--- src/rtl/moxie_pkg.sv ---
// Shared types and constants for the moxie instruction-fetch front end.
package moxie_pkg;

  localparam int HW_W   = 16;
  localparam int WORD_W = 32;

  localparam logic [WORD_W-1:0] PF_RESET_PC = 32'h0000_1000;

  typedef enum logic [1:0] {
    PF_IDLE,
    PF_REQ,
    PF_DISCARD,
    PF_HALT
  } pf_state_e;

  function automatic logic [WORD_W-1:0] word_adr(input logic [WORD_W-1:0] a);
    return {a[WORD_W-1:2], 2'b00};
  endfunction

endpackage

--- src/rtl/cpu_hwfifo.sv ---
// Circular halfword FIFO: push 0..2, pop 0..3 (clamped), registered 3-entry peek and count.
module cpu_hwfifo
  import moxie_pkg::*;
#(
  parameter int DEPTH = 8
) (
  input  logic                     clk_i,
  input  logic                     rst_i,
  input  logic                     clr_i,
  input  logic [1:0]               push_n_i,
  input  logic [HW_W-1:0]          push_hw0_i,
  input  logic [HW_W-1:0]          push_hw1_i,
  input  logic [1:0]               pop_i,
  output logic [$clog2(DEPTH):0]   count_o,
  output logic [3*HW_W-1:0]        peek_o,
  output logic [1:0]               avail_o
);

  localparam int AW = $clog2(DEPTH);
  localparam int CW = AW + 1;

  logic [HW_W-1:0]   mem [DEPTH];
  logic [AW-1:0]     rd_ptr, wr_ptr, rd_nxt, wr_nxt, idx;
  logic [CW-1:0]     cnt_nxt;
  logic [1:0]        pop_eff, avail_nxt;
  logic [3*HW_W-1:0] peek_nxt;
  logic [HW_W-1:0]   hw;

  // Next-state view; peek bypasses the storage so pushed data shows one cycle after the push.
  always_comb begin
    pop_eff = (pop_i > avail_o) ? avail_o : pop_i;
    rd_nxt  = rd_ptr + AW'(pop_eff);
    wr_nxt  = wr_ptr + AW'(push_n_i);
    cnt_nxt = count_o - CW'(pop_eff) + CW'(push_n_i);
    if (clr_i) begin
      rd_nxt  = '0;
      wr_nxt  = '0;
      cnt_nxt = '0;
    end
    peek_nxt = '0;
    idx      = '0;
    hw       = '0;
    for (int i = 0; i < 3; i++) begin
      idx = rd_nxt + AW'(i);
      hw  = mem[idx];
      if (push_n_i != 2'd0 && idx == wr_ptr)          hw = push_hw0_i;
      if (push_n_i == 2'd2 && idx == wr_ptr + AW'(1)) hw = push_hw1_i;
      if (CW'(i) < cnt_nxt) peek_nxt[(2-i)*HW_W +: HW_W] = hw;
    end
    avail_nxt = (cnt_nxt >= CW'(3)) ? 2'd3 : cnt_nxt[1:0];
  end

  always_ff @(posedge clk_i) begin
    if (rst_i) begin
      rd_ptr  <= '0;
      wr_ptr  <= '0;
      count_o <= '0;
      peek_o  <= '0;
      avail_o <= '0;
    end else begin
      rd_ptr  <= rd_nxt;
      wr_ptr  <= wr_nxt;
      count_o <= cnt_nxt;
      peek_o  <= peek_nxt;
      avail_o <= avail_nxt;
    end
  end

  always_ff @(posedge clk_i) begin
    if (!clr_i && push_n_i != 2'd0) mem[wr_ptr]          <= push_hw0_i;
    if (!clr_i && push_n_i == 2'd2) mem[wr_ptr + AW'(1)] <= push_hw1_i;
  end

endmodule

--- src/rtl/cpu_iprefetch.sv ---
// Instruction prefetch queue: word reads split into big-endian halfwords for cpu_ifetch.
// Optional bus-error handling (mem_err_i, fault_o, HALT state) under `IPREFETCH_BUSERR_EN.
module cpu_iprefetch
  import moxie_pkg::*;
#(
  parameter int          DEPTH    = 8,
  parameter logic [31:0] RESET_PC = PF_RESET_PC
) (
  input  logic        clk_i,
  input  logic        rst_i,
  output logic [31:0] mem_adr_o,
  output logic        mem_stb_o,
  input  logic        mem_ack_i,
  input  logic [31:0] mem_dat_i,
`ifdef IPREFETCH_BUSERR_EN
  input  logic        mem_err_i,
  output logic        fault_o,
  output logic [31:0] fault_adr_o,
`endif
  input  logic        flush_i,
  input  logic [31:0] flush_pc_i,
  output logic [47:0] peek_o,
  output logic [1:0]  avail_o,
  input  logic [1:0]  pop_i
);

  localparam int CW = $clog2(DEPTH) + 1;

  pf_state_e     state;
  logic [29:0]   pc_q;
  logic          skip_q;
  logic [CW-1:0] count;
  logic          ack_fire, bus_err, has_room;
  logic [1:0]    push_n;
  logic [15:0]   push_hw0;
  logic          unused_bits;

  assign unused_bits = flush_pc_i[0];

`ifdef IPREFETCH_BUSERR_EN
  assign bus_err = mem_err_i;
`else
  assign bus_err = 1'b0;
`endif

  assign has_room = (count <= CW'(DEPTH - 2));
  assign ack_fire = (state == PF_REQ) && mem_ack_i && !flush_i;
  assign push_n   = ack_fire ? (skip_q ? 2'd1 : 2'd2) : 2'd0;
  assign push_hw0 = skip_q ? mem_dat_i[15:0] : mem_dat_i[31:16];

  cpu_hwfifo #(.DEPTH(DEPTH)) u_fifo (
    .clk_i      (clk_i),
    .rst_i      (rst_i),
    .clr_i      (flush_i),
    .push_n_i   (push_n),
    .push_hw0_i (push_hw0),
    .push_hw1_i (mem_dat_i[15:0]),
    .pop_i      (pop_i),
    .count_o    (count),
    .peek_o     (peek_o),
    .avail_o    (avail_o)
  );

  always_ff @(posedge clk_i) begin
    if (rst_i) begin
      state     <= PF_IDLE;
      pc_q      <= RESET_PC[31:2];
      skip_q    <= RESET_PC[1];
      mem_stb_o <= 1'b0;
      mem_adr_o <= {RESET_PC[31:2], 2'b00};
`ifdef IPREFETCH_BUSERR_EN
      fault_o     <= 1'b0;
      fault_adr_o <= '0;
`endif
    end else if (flush_i) begin
      pc_q   <= flush_pc_i[31:2];
      skip_q <= flush_pc_i[1];
`ifdef IPREFETCH_BUSERR_EN
      fault_o     <= 1'b0;
      fault_adr_o <= '0;
`endif
      // An open bus cycle cannot be abandoned; its response is dropped in DISCARD.
      if ((state == PF_REQ || state == PF_DISCARD) && !(mem_ack_i || bus_err)) begin
        state <= PF_DISCARD;
      end else begin
        state     <= PF_IDLE;
        mem_stb_o <= 1'b0;
      end
    end else begin
      case (state)
        PF_IDLE: begin
          if (has_room) begin
            state     <= PF_REQ;
            mem_stb_o <= 1'b1;
            mem_adr_o <= {pc_q, 2'b00};
          end
        end
        PF_REQ: begin
          if (mem_ack_i) begin
            state     <= PF_IDLE;
            mem_stb_o <= 1'b0;
            pc_q      <= pc_q + 30'd1;
            skip_q    <= 1'b0;
          end else if (bus_err) begin
            state     <= PF_HALT;
            mem_stb_o <= 1'b0;
`ifdef IPREFETCH_BUSERR_EN
            fault_o     <= 1'b1;
            fault_adr_o <= mem_adr_o;
`endif
          end
        end
        PF_DISCARD: begin
          // An error here only ends the stale cycle; it never raises a fault.
          if (mem_ack_i || bus_err) begin
            state     <= PF_IDLE;
            mem_stb_o <= 1'b0;
          end
        end
        default: begin
          mem_stb_o <= 1'b0;
        end
      endcase
    end
  end

`ifndef SYNTHESIS
  always_ff @(posedge clk_i) begin
    if (!rst_i && pop_i > avail_o)
      $display("cpu_iprefetch: warning, pop_i=%0d exceeds avail_o=%0d, clamped", pop_i, avail_o);
  end
`endif

endmodule

--- config.mk ---
export PLATFORM = sky130hd
export DESIGN_NAME = cpu_iprefetch
export DESIGN_NICKNAME = d
export VERILOG_FILES = /design/src/rtl/moxie_pkg.sv /design/src/rtl/cpu_hwfifo.sv /design/src/rtl/cpu_iprefetch.sv
export SDC_FILE = /design/constraint.sdc
export NUM_CORES = 1
export LEC_CHECK = 0
export ABC_AREA = 0
export BUFFER_PORTS_ARGS = -buffer_cell sky130_fd_sc_hd__clkbuf_2
export CAP_MARGIN = 30
export CORE_MARGIN = 4
export CORE_UTILIZATION = 50
export DETAILED_ROUTE_END_ITERATION = 6
export PLACE_DENSITY = 0.7
export SYNTH_ARGS = -nofsm -noshare
export SYNTH_HDL_FRONTEND = slang
export SYNTH_SLANG_ARGS = --single-unit
export TNS_END_PERCENT = 1
--- constraint.sdc ---
create_clock -name clk_i -period 7.6 [get_ports clk_i]
set_input_delay 0 -clock clk_i [delete_from_list [all_inputs] [get_ports clk_i]]
set_output_delay 0 -clock clk_i [all_outputs]
set_load 0.01 [all_outputs]
==> out/qor.yml, run 1 <==
global_routing:
  grt_pass1_wl_um: 68000
  antenna_found_initial: 0
  grtUsageMet1_pct: 36.0
  grt_overflow: 0
  grt_use_met2_pct: 46.1
  grt-busiest-layer: "met2"
  gr-usage-met3_pct: 3.25
  grtUsageTotal_pct: 27.6
  grt_start_max_net_pins: 150
  grt_pass1_vias: 12400
detailed_routing:
  wl_per_cell_um: 21.4
  drc: 6
  drtAntennaViolNets: 0
  routed_via_density: 6.15
  finalWirelength_um: 44100
  drt-pass1-iter-count: 7
  routed-via-count: 12700
  drt_iter0_drc: 1479
worst_hold_path:
  hold_class: "primary input to flop"
yosys:
  synthesis.area_um2: 14200
  syn_inst: 1533
  yosys_register_bits: 252
  synthDistinctLibCells: 58
  postSynthAreaPerCell_um2: 9.29
  async_flop_share_pct: 0
  synth_edf_count: 128
  ys_seq_area_share_pct: 44.4
  yosysWarnings: 0
  synthFlopType: "edfxtp_1"
worst_setup_path:
  crit_path_max_fanout: 32
  endpoint_kind: "flop"
  crit_type: "flop to flop"
  worstPathRequired_ps: 8030
  crit_path_start_kind: "flop"
  cp.arrival_ps: 5710
layout:
  area_growth_pct: 17.4
  multi_input_area_um2: 7280
  finalNetCount: 1750
  fillers: 2334
  layout_common_cells: "a21oi_1, nor2_1, nand2_1, clkbuf_2, edfxtp_1"
  drive_gt1_share_pct: 17.9
  antenna_cells: 0
  regArea_um2: 6330
  layout_commonest_cell: "a21oi_1"
clock_tree:
  numCtsBuffers: 28
  clkLatencyLatePin_ps: 550
  cts_tree: "yes"
  clkTransAtPathRegs_ps: 60
  clockRootBuffer: "clkbuf_16"
  cts_sinks: 252
  post-cts-setup-buffer-count: 0
  clk_path_buf_depth: 3
  cts_max_level: 1
sta:
  fin_setup_tns_ps: 0
  fin_hold_ws_ps: 58.1
  fin_crit_sh_pct: 69.5
  post-route-min-period_ps: 5280
  slew_viol_final: 0
  rsz0062_at_grt: "no"
  max_freq_mhz: 189
  hold_viol_final: 0
  worst_slew_pin_slew_ps: 1050
  final-setup-viol-count: 0
  skew_ps: 7.32
  maxSlewHeadroom_pct: 27.9
floorplan:
  coreArea_um2: 27900
  ios: 153
  rows: 61
  die_y_um: 177
  die-area_um2: 31300
  dieWidth_um: 177
  initial_core_util_pct: 51.0
power_and_ir_drop:
  ir_drop_mv: 0.222
  p_leak_nw: 6.25
  powerDensity_nw_per_um2: 269
run_status:
  status: "complete, but fails checks"
  violations: "design-rule violations"
placement:
  gp_congestion: 0.863
  port_buffers: 149
  hpwl_um: 27200
run:
  cap_violations: 0
-- power by group --
part | internal (W) | total [W] | switching, W | leakage [nW]
registers | 0.00156 | 0.00162 | 0.0000612 | 2.17
logic | 0.000712 | 0.00161 | 0.000902 | 3.66
clock network | 0.000722 | 0.00127 | 0.000550 | 0.420
-- cells by family (layout without fill, tap and decap cells) --
group	Yosys count	count (layout)	synth area share [%]
multiplexers	174	174	14.5
XOR/XNOR	41	41	2.78
adder cells (fa/ha/maj)	19	19	1.77
AO/OA/AOI/OAI	375	375	16.6
flip-flops	252	252	44.4
other	1	2	0.0263
AND/OR/NAND/NOR	496	496	14.9
buffers and inverters	175	324	4.96
-- what timing repair did --
| item | 4_1_cts | 5_1_grt |
|---|---|---|
| gates resized for setup | 0 | 0 |
| hold buffers | 51 | 0 |
| hold endpoints to repair | 170 | 0 |
-- flip-flops by register name, indices dropped and copies added (netlist names), 2 cells and up --
name,count
mem_adr_o,30
pc_q,30
state,2
u_fifo.avail_o,2
u_fifo.count_o,4
u_fifo.mem,128
u_fifo.peek_o,48
u_fifo.rd_ptr,3
u_fifo.wr_ptr,3
-- stage by stage --
| stage | cell area (um^2) | util [%] | instances | worst slack, ps | power, W |
|---|---|---|---|---|---|
| 2_1_floorplan | 14300 | - | 1534 | 3030 | 0.00277 |
| 3_3_place_gp | 15200 | 54.4 | 1948 | 2470 | 0.00316 |
| 3_5_place_dp | 15300 | 54.8 | 1954 | 2320 | 0.00321 |
| 4_1_cts | 16700 | 59.7 | 2057 | 2320 | 0.00449 |
| 5_1_grt | 16700 | 59.9 | 2061 | 2120 | 0.00471 |
| 6_report | 16700 | 59.9 | 2061 | 2320 | 0.00450 |
-- cells in the mapped netlist (all sizes together) (9+ instances only) --
master	number	area (um^2)
dfxtp	124	2480
a221oi	10	87.6
nand4	12	75.1
a21oi	202	1010
buf	35	179
mux4	22	495
xnor2	26	235
a211oi	15	113
nor2b	9	56.3
and2	9	56.3
and3	10	62.6
xor2	14	138
clkbuf	107	402
o211ai	36	270
inv	33	126
mux2	32	360
mux2i	120	1210
o21ai	27	135
nor3	40	200
nand3	24	120
nand2	167	627
edfxtp	128	3840
or3	10	62.6
o2111a	16	180
nor2	195	734
a311oi	22	193
ha	17	213
-- final cells by class --
| cell class | instances | share of cell area (%) |
|---|---|---|
| inverters | 33 | 0.755 |
| clock inverters | 21 | 0.733 |
| well taps | 378 | 2.83 |
| clock buffers | 31 | 4.38 |
| flip-flops and latches | 252 | 37.8 |
| repair buffers | 239 | 9.97 |
| multi-input cells | 1107 | 43.5 |
-- layer usage --
metal  share of wire [%]  up-vias
li1                    -     5790
met1                  39     6056
met2                  48      673
met3                 8.5      148
met4                 4.7        0
met5                   0        -
-- worst max-delay path: stages (launching register included) --
cell and delay [ps]:
dfxtp_1 340, ha_1 330, nor2b_1 140, o21ai_0 150, o311a_1 270, ha_1 180
inv_1 50, fa_1 510, or2_1 460, inv_4 380, ha_1 310, inv_1 80
a21oi_1 790, o21ai_1 200, nand4_1 140, buf_4 410, o2111ai_1 210, o2111a_1 200
-- path summary, 6_finish.rpt --
| path | startpoint | end | slack, ps | cells after the start |
|---|---|---|---|---|
| max | u_fifo.avail_o[0] | u_fifo.peek_o[16] | 2320 | 17 |
| max reg2reg | u_fifo.avail_o[0] | u_fifo.peek_o[16] | 2320 | 17 |
| min | rst_i | skip_q | 60 | 3 |
| min reg2reg | mem_adr_o[11] | mem_adr_o[11] | 460 | 2 |
Power figures use the tool's default switching activity.
==> run 2, diff against run 1 <==
ABC_AREA = 1   (was 0)
PLACE_DENSITY = 0.69   (was 0.7)
clock period = 5.5 ns   (was 7.6 ns; I/O delays follow)
==> run 2 against run 1 <==
Compared with the run above: the flow now finishes without violations; via count increased by 29%; critical path depth increased by 5; highest routed layer unchanged; worst setup slack got worse by 1200 ps; largest cell class unchanged; critical path type unchanged; clock power increased by 80%; utilization increased by 0.10 points; largest power group is now combinational cells.
==> out/qor.yml, run 2 <==
worst_setup_path:
  regToRegSetupSlack_ps: 1120
  crit_path_max_incr_delay_ps: 490
  worstPathRequired_ps: 5970
  crit_chain: "inv_1 > ha_1 > inv_1 > nor2_1 > o21ai_0 > nor2_1 > a21oi_1 > ha_1 > inv_1 > fa_1 > nand2_1 > nand3_2 > inv_2 > nand2_1 > nand2_2 > nand2_1 > nand2_1 > nand2_2 > nand2_1 > nand3_1 > nand2_1 > inv_1"
  crit_top_cell: "nand2_1"
  crit_path_start_kind: "flop"
  cp.arrival_ps: 4850
  worstReg2RegStart: "u_fifo.avail_o[1]"
  cp_top_family: "simple AND/OR/NAND/NOR gates"
  crit_path_max_fanout: 19
  endpoint_kind: "flop"
  critPathBufInv: 5
  slowest_stage: "nand2_1"
  crit_type: "flop to flop"
  startpoint: "u_fifo.avail_o[1]"
detailed_routing:
  routed_via_density: 5.59
  wl_per_cell_um: 17.7
  drt_iter0_drc: 1508
  finalWirelength_um: 52000
  drt-pass1-iter-count: 7
  routed-via-count: 16400
  drtAntennaViolNets: 0
  drc: 0
yosys:
  synthFlopType: "edfxtp_1"
  syn_inst: 2391
  synth_top_family_by_area: "simple AND/OR/NAND/NOR gates"
  async_flop_share_pct: 0
  ys_seq_area_share_pct: 39.8
  ys_top_cells_by_area: "edfxtp_1, nand2_1, dfxtp_1, o21ai_0, inv_1"
  synthDistinctLibCells: 42
  synthesis.area_um2: 15900
  synth_common_cells: "nand2_1, inv_1, o21ai_0"
  synth_edf_count: 128
  synth.most_common_cell: "nand2_1"
  synth.area.mux_share_pct: 0
  yosys_register_bits: 252
  synth_xor_area_share_pct: 0.772
  postSynthAreaPerCell_um2: 6.64
  synthAdderAreaFrac_pct: 1.59
  yosysWarnings: 0
  synth-compound-area-share_pct: 14.2
  yosysTopAreaCell: "edfxtp_1"
  synthSimpleGateAreaFrac_pct: 32.5
  synth.top_cell.area_share_pct: 24.2
sta:
  maxSlewHeadroom_pct: 35.1
  post-route-min-period_ps: 4380
  max_freq_mhz: 228
  fin_hold_ws_ps: 27.8
  skew_ps: 8.42
  worst_slew_pin_slew_ps: 963
  hold_viol_final: 0
  final-setup-viol-count: 0
  fin_setup_tns_ps: 0
  slew_viol_final: 0
  fin_crit_sh_pct: 79.6
  worst_slack_ps: 1120
  rsz0062_at_grt: "no"
placement:
  port_buffers: 149
  hpwl_um: 37100
  gp_congestion: 0.979
  place_ws_ps: 1130
global_routing:
  antenna_found_initial: 0
  grt_pass1_wl_um: 80600
  grt_start_max_net_pins: 80
  grt_overflow: 0
  grt_pass1_vias: 15500
  grtUsageTotal_pct: 29.3
layout:
  layout_common_cells: "nand2_1, inv_1, o21ai_0, nand3_1, nor2_1"
  finalNetCount: 2602
  largest_reg_flops: 128
  utilization_pct: 60.0
  regMostFlops: "u_fifo.mem"
  layout_commonest_cell: "nand2_1"
  antenna_cells: 0
  drive_gt1_share_pct: 11.4
  largestRegisters: "u_fifo.mem (128), u_fifo.peek_o (48)"
  area_growth_pct: 17.1
clock_tree:
  clkTransAtPathRegs_ps: 60
  cts-resized-gates: 0
  cts_max_level: 1
  clk_path_buf_depth: 3
  numCtsBuffers: 30
  cts_hold_buf: 50
  post-cts-setup-buffer-count: 0
  cts_tree: "yes"
  cts_sinks: 252
  clkLatencyLatePin_ps: 570
  clockRootBuffer: "clkbuf_16"
power_and_ir_drop:
  p_leak_nw: 8.73
  power.switching_w: 0.00373
  p_clk_share_pct: 26.6
  comb_power_share_pct: 46.5
  powerDensity_nw_per_um2: 464
  ir_drop_mv: 0.390
  power_frac_seq_pct: 26.9
  intPower_w: 0.00489
  sw_frac_of_total_pct: 43.3
floorplan:
  ios: 153
  die-area_um2: 34700
  rows: 64
  die_y_um: 186
  dieWidth_um: 186
  coreArea_um2: 31000
  initial_core_util_pct: 51.3
run_status:
  status: "finished clean"
worst_hold_path:
  min_from: "flush_i"
  hold_class: "primary input to flop"
run:
  cap_violations: 0
-- run 2: cell count changes in the layout (fill, tap and decap cells not counted), sizes merged, moves of 96 or more --
| cell | previous run | this run |
|---|---|---|
| a21oi | 202 | 106 |
| inv | 33 | 297 |
| mux2i | 120 | 0 |
| nand2 | 167 | 788 |
| nand3 | 24 | 207 |
| o21ai | 27 | 282 |
-- run 2: layer usage --
layer | global-route usage [%] | vias up | part of all wire (%)
met5 | 0 | - | 0
met4 | 17.1 | 0 | 6.7
li1 | - | 7970 | -
met2 | 52.9 | 694 | 50
met1 | 33.5 | 7535 | 37
met3 | 3.13 | 183 | 6.0
-- run 2: layout make-up --
type                    instances  area [um^2]
fillers                      2900        12400
flip-flops and latches        252         6330
multi-input cells            1697         7860
well taps                     396          495
clock buffers                  45         1040
inverters                     295         1110
clock inverters                11          136
repair buffers                237         1630
-- run 2: cell families after synthesis --
group,Yosys count
XOR/XNOR,14
AND/OR/NAND/NOR,1231
flip-flops,252
other,1
buffers and inverters,443
adder cells (fa/ha/maj),19
AO/OA/AOI/OAI,431
-- run 2: path summary, 6_finish.rpt --
| check | endpoint | cells past startpoint |
|---|---|---|
| min reg2reg | state[1] | 2 |
| max reg2reg | u_fifo.peek_o[17] | 22 |
| min | pc_q[21] | 5 |
| max | u_fifo.peek_o[17] | 22 |
-- run 2: worst reg2reg max path, stage by stage, from the launching register on --
cell and delay, ps:
dfxtp_1 350, inv_1 50, ha_1 300, inv_1 60, nor2_1 30, o21ai_0 220
nor2_1 70, a21oi_1 190, ha_1 180, inv_1 40, fa_1 390, nand2_1 120
nand3_2 80, inv_2 370, nand2_1 130, nand2_2 370, nand2_1 90, nand2_1 490
nand2_2 380, nand2_1 170, nand3_1 90, nand2_1 80, inv_1 30
-- run 2: power groups by stage --
stage                     sequential (W)  combinational (W)  clock, W
after CTS                        0.00232            0.00398   0.00231
after floorplan                  0.00243            0.00265         0
after global routing             0.00234            0.00448   0.00238
after detailed placement         0.00236            0.00393         0
final                            0.00232            0.00401   0.00229
after global placement           0.00235            0.00386         0
-- run 2: through the flow --
stage          cells  instance area, um^2  total power (W)
5_1_grt         2933                18600          0.00921
6_report        2933                18600          0.00862
4_1_cts         2931                18500          0.00861
3_5_place_dp    2825                16900          0.00629
3_3_place_gp    2817                16700          0.00621
2_1_floorplan   2392                15900          0.00508
==> run 3, diff against run 2 <==
PLACE_DENSITY = 0.72   (was 0.69)
clock period = 3.63 ns   (was 5.5 ns; I/O delays follow)
==> run 3 against run 2 <==
Compared with the run above: maximum frequency is 25% higher; combinational power rose by 71%; clock skew grew 7.6 ps; sequential share of layout area decreased by 0.86 points; critical path depth unchanged; cell area increased by 2.6%; routed wire length rose by 4.8%; register-to-register slack lost 990 ps; via count increased by 2.9%; clock power rose by 34%; worst setup slack got worse by 990 ps; largest cell class unchanged.
==> out/qor.yml, run 3 (synthesis gave the netlist of run 2 again) <==
detailed_routing:
  routed-via-count: 16900
  drc: 0
  wl_per_cell_um: 18.3
  routed_via_density: 5.65
  drt-pass1-iter-count: 6
  drt_iter0_drc: 1487
  finalWirelength_um: 54500
  drtAntennaViolNets: 0
power_and_ir_drop:
  p_leak_nw: 8.95
  total_power_w: 0.0135
  ir_drop_mv: 0.493
  powerDensity_nw_per_um2: 706
clock_tree:
  cts_max_level: 1
  cts_sinks: 252
  clkLatencyLatePin_ps: 550
  cts_tree: "yes"
  clockRootBuffer: "clkbuf_16"
  numCtsBuffers: 29
  clkTransAtPathRegs_ps: 70
  clk_path_buf_depth: 3
layout:
  largest_reg_flops: 128
  largestRegisters: "u_fifo.mem (128), u_fifo.peek_o (48)"
  finalNetCount: 2657
  layout_common_cells: "nand2_1, inv_1, o21ai_0, nand3_1, nor2_1"
  layout_commonest_cell: "nand2_1"
  antenna_cells: 0
  area_growth_pct: 20.1
  regMostFlops: "u_fifo.mem"
  utilization_pct: 61.6
  drive_gt1_share_pct: 13.3
sta:
  max_freq_mhz: 286
  post-route-min-period_ps: 3500
  fin_hold_ws_ps: 53.7
  hold_viol_final: 0
  worst_slew_pin_slew_ps: 1000
  final-setup-viol-count: 0
  skew_ps: 16.0
  maxSlewHeadroom_pct: 32.3
  slew_viol_final: 0
  fin_crit_sh_pct: 96.3
placement:
  hpwl_um: 38800
  gp_congestion: 0.928
  port_buffers: 149
worst_setup_path:
  cp.arrival_ps: 3990
  reg2reg_depth: 22
  crit_type: "flop to flop"
  crit_chain: "inv_1 > ha_4 > inv_1 > nor2_1 > o21ai_1 > nor2_1 > a21oi_1 > buf_4 > ha_4 > inv_2 > fa_2 > nor2_4 > ha_4 > buf_12 > xor2_2 > nor3_4 > buf_12 > buf_6 > nand3_1 > nand3_1 > nand2_1 > inv_1"
  regToRegSetupSlack_ps: 130
  endpoint_kind: "flop"
  slowest_stage: "fa_2"
  r2r-end: "u_fifo.peek_o[31]"
  worstPathRequired_ps: 4130
  crit_path_max_incr_delay_ps: 490
  crit_path_start_kind: "flop"
  worstReg2RegStart: "u_fifo.avail_o[1]"
  crit_path_max_fanout: 8
floorplan:
  die_y_um: 186
  ios: 153
  rows: 64
  coreArea_um2: 31000
  initial_core_util_pct: 51.3
  die-area_um2: 34700
  dieWidth_um: 186
worst_hold_path:
  worstHoldEndpoint: "pc_q[9]"
  min_from: "flush_i"
  hold_class: "primary input to flop"
  holdPathStages: 4
global_routing:
  grt_overflow: 0
  grt_pass1_vias: 16100
  grt_start_max_net_pins: 64
  grtUsageTotal_pct: 30.5
  grt_pass1_wl_um: 83700
  antenna_found_initial: 0
run:
  cap_violations: 0
run_status:
  status: "finished clean"
==> run 3: worst max-delay path: cells and delay by family (launching register included) <==
kind | cells | cell delay, ps
adders and majority gates | 4 | 1080
DFF | 1 | 340
AOI/OAI and AO/OA | 2 | 270
and+or+nand+nor | 7 | 770
xor gates and xnor gates | 1 | 150
buffers and inverters | 8 | 830
==> run 3: how the worst max path moves through the flow <==
stage | start | end | slack, ps | cells past startpoint
floorplan | u_fifo.avail_o[1] | u_fifo.peek_o[30] | -40 | 23
global placement | u_fifo.avail_o[1] | u_fifo.peek_o[17] | 120 | 21
detailed placement | u_fifo.avail_o[1] | u_fifo.peek_o[27] | 30 | 21
CTS | u_fifo.avail_o[1] | u_fifo.peek_o[27] | 20 | 21
global route | u_fifo.avail_o[1] | u_fifo.peek_o[31] | -20 | 22
finish | u_fifo.avail_o[1] | u_fifo.peek_o[31] | 130 | 22
==> run 3: final cells by class <==
type	count	area (um^2)
Clock buffer	35	801
Timing Repair Buffer	292	2170
Multi-Input combinational cell	1698	7980
Inverter	295	1120
Sequential cell	252	6330
Tap cell	396	495
Clock inverter	17	189
Fill cell	2766	11900
==> run 3: metal layers <==
metal	wire length (um)	GRT usage, %	part of all wire (%)
met1	19800	35.4	36
met2	27200	55.0	50
met3	4020	3.38	7.4
met4	3520	16.6	6.5
met5	0	0	0
==> run 3: what timing repair did <==
| item | 4_1_cts | 5_1_grt |
|---|---|---|
| resized for setup | 0 | 44 |
| hold buffers | 51 | 0 |
| endpoints found under the hold margin | 159 | 0 |
| setup endpoints to repair | 0 | 48 |
| setup buffers | 0 | 8 |
==> run 3: through the flow <==
stage | instances | area [um^2] | setup TNS, ps | setup slack (ps)
after floorplan | 2392 | 15900 | -586 | -42.5
after global placement | 2870 | 17300 | 0 | 124
after detailed placement | 2870 | 17300 | 0 | 28.1
after CTS | 2973 | 18800 | 0 | 21.3
after global routing | 2985 | 19100 | -131 | -16.3
final | 2985 | 19100 | 0 | 134
==> run 3: power by group <==
| part | total (W) | switching [W] | internal [W] |
|---|---|---|---|
| Clock | 0.00307 | 0.00122 | 0.00185 |
| Sequential | 0.00354 | 0.000171 | 0.00337 |
| Combinational | 0.00687 | 0.00439 | 0.00248 |
